`src/rtl/hygro_convert.sv`:
```
// rtl/hygro_convert.sv - HYGRO raw-word scaling to x100 units with packed BCD results
module hygro_convert #(
    parameter int T_SCALE  = 16500,
    parameter int T_OFFSET = 4000,
    parameter int H_SCALE  = 10000
) (
    input  logic        clk,
    input  logic        rst,
    input  logic        new_data,
    input  logic [13:0] tem,
    input  logic [13:0] hum,
    output logic        busy,
    output logic        data_valid,
    output logic        overrun,
    output logic        tem_neg,
    output logic [19:0] tem_bcd,
    output logic [15:0] hum_bcd
);

    typedef enum logic [2:0] {
        IDLE   = 3'd0,
        MUL_T  = 3'd1,
        MUL_H  = 3'd2,
        OFFSET = 3'd3,
        BCD    = 3'd4,
        DONE   = 3'd5
    } state_t;

    localparam logic [29:0] T_SCALE_W  = 30'(T_SCALE);
    localparam logic [29:0] H_SCALE_W  = 30'(H_SCALE);
    localparam logic [15:0] T_OFFSET_W = 16'(T_OFFSET);

    state_t      state, next_state;
    logic [3:0]  cnt;
    logic [13:0] tem_r, hum_r;
    logic [29:0] acc_t, acc_h;
    logic [13:0] bin_t, bin_h;
    logic [19:0] bcd_t;
    logic [15:0] bcd_h;
    logic        neg_r;
    logic [15:0] t_floor;

    assign t_floor = acc_t[29:14];

    function automatic logic [19:0] adj20(input logic [19:0] b);
        logic [19:0] r;
        r = b;
        for (int i = 0; i < 5; i++)
            if (r[i*4 +: 4] >= 4'd5) r[i*4 +: 4] = r[i*4 +: 4] + 4'd3;
        return r;
    endfunction

    function automatic logic [15:0] adj16(input logic [15:0] b);
        logic [15:0] r;
        r = b;
        for (int i = 0; i < 4; i++)
            if (r[i*4 +: 4] >= 4'd5) r[i*4 +: 4] = r[i*4 +: 4] + 4'd3;
        return r;
    endfunction

    always_ff @(posedge clk or negedge rst) begin
        if (!rst) state <= IDLE;
        else      state <= next_state;
    end

    always_comb begin
        next_state = state;
        case (state)
            IDLE:    if (new_data) next_state = MUL_T;
            MUL_T:   if (cnt == 4'd13) next_state = MUL_H;
            MUL_H:   if (cnt == 4'd13) next_state = OFFSET;
            OFFSET:  next_state = BCD;
            BCD:     if (cnt == 4'd13) next_state = DONE;
            DONE:    next_state = IDLE;
            default: next_state = IDLE;
        endcase
    end

    // cnt restarts at 0 on every state entry, so it doubles as the multiplier bit weight
    always_ff @(posedge clk or negedge rst) begin
        if (!rst) begin
            cnt        <= '0;
            tem_r      <= '0;
            hum_r      <= '0;
            acc_t      <= '0;
            acc_h      <= '0;
            bin_t      <= '0;
            bin_h      <= '0;
            bcd_t      <= '0;
            bcd_h      <= '0;
            neg_r      <= 1'b0;
            busy       <= 1'b0;
            data_valid <= 1'b0;
            overrun    <= 1'b0;
            tem_neg    <= 1'b0;
            tem_bcd    <= '0;
            hum_bcd    <= '0;
        end else begin
            cnt        <= (state == IDLE || next_state != state) ? 4'd0 : cnt + 4'd1;
            data_valid <= 1'b0;
            overrun    <= new_data && (state != IDLE);

            if (state == IDLE && new_data) busy <= 1'b1;
            else if (data_valid)           busy <= 1'b0;

            case (state)
                IDLE: begin
                    if (new_data) begin
                        tem_r <= tem;
                        hum_r <= hum;
                        acc_t <= '0;
                        acc_h <= '0;
                    end
                end
                MUL_T: begin
                    if (tem_r[0]) acc_t <= acc_t + (T_SCALE_W << cnt);
                    tem_r <= tem_r >> 1;
                end
                MUL_H: begin
                    if (hum_r[0]) acc_h <= acc_h + (H_SCALE_W << cnt);
                    hum_r <= hum_r >> 1;
                end
                OFFSET: begin
                    // exactly T_OFFSET takes the >= branch so zero reports as positive
                    if (t_floor >= T_OFFSET_W) begin
                        bin_t <= 14'(t_floor - T_OFFSET_W);
                        neg_r <= 1'b0;
                    end else begin
                        bin_t <= 14'(T_OFFSET_W - t_floor);
                        neg_r <= 1'b1;
                    end
                    bin_h <= acc_h[27:14];
                    bcd_t <= '0;
                    bcd_h <= '0;
                end
                BCD: begin
                    {bcd_t, bin_t} <= {adj20(bcd_t), bin_t} << 1;
                    {bcd_h, bin_h} <= {adj16(bcd_h), bin_h} << 1;
                end
                DONE: begin
                    tem_neg    <= neg_r;
                    tem_bcd    <= bcd_t;
                    hum_bcd    <= bcd_h;
                    data_valid <= 1'b1;
                end
                default: ;
            endcase
        end
    end

endmodule

```
`config.mk`:
```
export PLATFORM = sky130hd
export DESIGN_NAME = hygro_convert
export DESIGN_NICKNAME = d
export VERILOG_FILES = /design/src/rtl/hygro_convert.sv
export SDC_FILE = /design/constraint.sdc
export NUM_CORES = 1
export LEC_CHECK = 0
export CAP_MARGIN = 20
export CORE_MARGIN = 4
export CORE_UTILIZATION = 55
export DETAILED_ROUTE_END_ITERATION = 10
export GPL_ROUTABILITY_DRIVEN = 1
export PLACE_DENSITY = 0.8
export SETUP_SLACK_MARGIN = 0.1
export SYNTH_ARGS = -nofsm -noshare
export SYNTH_HDL_FRONTEND = slang
export SYNTH_SLANG_ARGS = --single-unit
```
`constraint.sdc`:
```
create_clock -name clk -period 4.05 [get_ports clk]
set_clock_uncertainty 0.15 [all_clocks]
set_input_delay 0.6075 -clock clk [delete_from_list [all_inputs] [get_ports clk]]
set_output_delay 0.6075 -clock clk [all_outputs]
set_load 0.03 [all_outputs]
```
==> results.md <==
- Outcome: completed
- Die X: 154 um
- WP data arrival: 3.89 ns
- Cells after synthesis: 1,334
- Initial antenna violation count: 0
- Clock share of power: 0.278
- Critical Path RT: 4.21 ns
- Global-route wire length before repair: 46.1 mm
- Core Area: 0.0210 mm2
- Final worst setup slack: 0.323 ns
- Switching Share: 0.375
- Die Span Y: 154 um
- Largest net degree at the start of global routing: 98
- Diodes inserted: 0
- Die area: 0.0238 mm2
- Critical path capture point type: flop
- Design Area, Final: 0.0133 mm2
- YS warnings: 0
- Worst skew pair latency: 0.45 ns
- Initial core utilization: 0.560
- WHS: 0.0756 ns
- Startpoint Class: flop
- Slew @ Worst Pin: 1.12 ns
- Top post-synthesis cells by area: dfrtp_1, ha_1, nand2_1
- DP Wirelength: 18.9 mm
- # port buffers: 70
- Clk sinks: 192
- Drt via density: 5.97
- Finished Core Util: 0.635
- EDFF count, synth: 0
- Sum Neg Setup Slack: 0 ns
- Number of distinct library cells after synthesis: 72
- Worst-case reg-to-reg path depth: 13
- Syn nets: 1,449
- Post-Syn Area: 0.0118 mm2
- Rel. slew slack: 0.251
- Yosys reg bits: 192
- Area occupied by multi-input gates: 0.00650 mm2
- Finished Layout Cells: 1,658
- Ys flop type: dfrtp_1
- Vias in the first global route: 9,481
- Final Hold Vio Count: 0
- Leak Pwr: 6.30 nW
- Clock transition at path regs: 0.08 ns
- Switch Pwr: 2.35 mW
- Sequential area share after synthesis: 0.408
- Gate power share: 0.330
- Fin. max-slew vios: 0
- RSZ-0062 raised after global routing: false
- Tot Pwr: 6.26 mW
- FP Rows: 53
- # fillers: 1,696
- Placed Area: 0.0127 mm2
- Critical R2R Capture: acc_t[26]
- Mean Syn Cell Area: 8.82 um2
- CTS H-Tree Depth: 4
- Synth async-reset ratio: 1.00
- Worst R2R Setup Slack: 0.32 ns
- Post-CTS Setup Inserts: 0
- Critical path class: flop to flop
- Pint: 3.91 mW
- TritonRoute pass-1 iters: 6
- CTS Buffer Depth: 2
- Min cycle time layout: 3.73 ns
- Final Routed Wirelength: 27.5 mm
- FF/Latch Area: 0.00481 mm2
- Wirelength per Cell: 16.6 um
- Final Setup Violations: 0
- Iter 0 DRT Violations: 726
- All-Layer GR Usage: 0.230
- Fmax achieved: 268 MHz
- CTS tree: done
- Gp weighted congestion: 0.954
- CTS Buf Count: 17
- Pwr per Cell Area: 470 mW/mm2
- Hold crit path type: primary input to async pin
- Most common cell in the netlist: nand2_1
- Leading area contributor after synthesis: dfrtp_1
- Routed vias: 9,890
- Post-synth top cells: nand2_1, dfrtp_1, o21ai_0
- Dpl cells: 1,626
- Proportion of netlist area held by the largest area contributor: 0.408
- Layout cells sized above 1: 0.0615
- CP Max Fanout: 7
- Final nets: 1,485
- Io pins: 71
- DRC: 0
- Place WS: 0.314 ns
- Period utilization: 0.920
- Sequential cell fraction of total power: 0.393
- Reg2reg start: cnt[1]
- Root Driver: clkbuf_16
- Max Cap Viol: 0
- Worst VDD drop: 0.341 mV
- GRT Residual Overflow: 0
- Area grow syn2layout: 13.4%
- Post-route ant nets: 0
[metal layers]
metal / track usage / part of all wire / vias up / routed length, um
met3: 0.0355 / 0.046 / 41 / 1250
met5: 0 / 0 / - / 0
met4: 0.0631 / 0.017 / 0 / 456
li1: - / - / 4814 / -
met2: 0.387 / 0.48 / 260 / 13300
met1: 0.313 / 0.46 / 4775 / 12500
[worst max-delay path by stage]
| stage | from | to | cells after the start |
|---|---|---|---|
| 6_report | cnt[1] | acc_t[26] | 13 |
| 5_1_grt | cnt[1] | acc_h[24] | 13 |
| 4_1_cts | cnt[0] | acc_t[22] | 12 |
| 3_5_place_dp | cnt[0] | acc_t[26] | 12 |
| 3_3_place_gp | cnt[0] | acc_t[26] | 12 |
| 2_1_floorplan | cnt[1] | acc_t[22] | 14 |
[logic make-up after synthesis]
group / count (synthesis) / synth area share
mux: 34 / 0.0291
simple gates: 422 / 0.163
fa+ha+maj: 84 / 0.0893
xor+xnor: 72 / 0.0536
buf+inv: 125 / 0.0413
compound gates: 405 / 0.216
flops: 192 / 0.408
[power by group through the flow]
stage                     registers (mW)  clock network, mW  logic (mW)
after global routing                2.50               1.85        2.29
after CTS                           2.46               1.77        2.06
after detailed placement            2.49                  0        2.04
final                               2.46               1.74        2.06
after global placement              2.48                  0        1.98
after floorplan                     2.62                  0        1.29
[layout by cell type (no fill, tap or decap), drive strengths merged, types with 12 or more instances in the layout]
| master | count |
|---|---|
| nand2 | 205 |
| dfrtp | 192 |
| o21ai | 160 |
| a21oi | 87 |
| ha | 84 |
| clkdlybuf4s50 | 69 |
| nand3 | 68 |
| nor2 | 63 |
| inv | 55 |
| xnor2 | 41 |
| mux2i | 32 |
| xor2 | 31 |
| a21o | 27 |
| a22oi | 24 |
| buf | 23 |
| clkbuf | 19 |
| a31oi | 14 |
| o22ai | 14 |
| o31ai | 14 |
| nand2b | 12 |
| nor3 | 12 |
| nand4 | 12 |
[final cells by class]
type                    instances  share of cell area
clock buffers                  18              0.0329
clock inverters                14              0.0133
inverters                      49              0.0138
repair buffers                 93              0.0667
multi-input cells            1017               0.487
well taps                     275              0.0258
flip-flops and latches        192               0.360
[timing repair]
action                     in CTS  in global routing
resized for setup               0                  3
setup endpoints to repair       0                  8
hold buffers                    0                  0
[state kept, by name, indices dropped and copies added (netlist names), 16 cells and up]
signal	cells
bcd_h	16
acc_t	28
tem_bcd	20
bcd_t	20
hum_bcd	16
acc_h	24
[critical path, stage by stage (launching register included)]
cell,delay (ns)
dfrtp_1,0.38
inv_1,0.15
ha_2,0.28
or3b_1,0.41
xnor2_1,0.15
ha_1,0.22
or3_1,0.40
o2111ai_1,0.34
o21ai_1,0.14
a21oi_2,0.31
o21bai_1,0.21
a31oi_1,0.25
xor2_1,0.15
o21ai_0,0.08
Power figures use the tool's default switching activity.
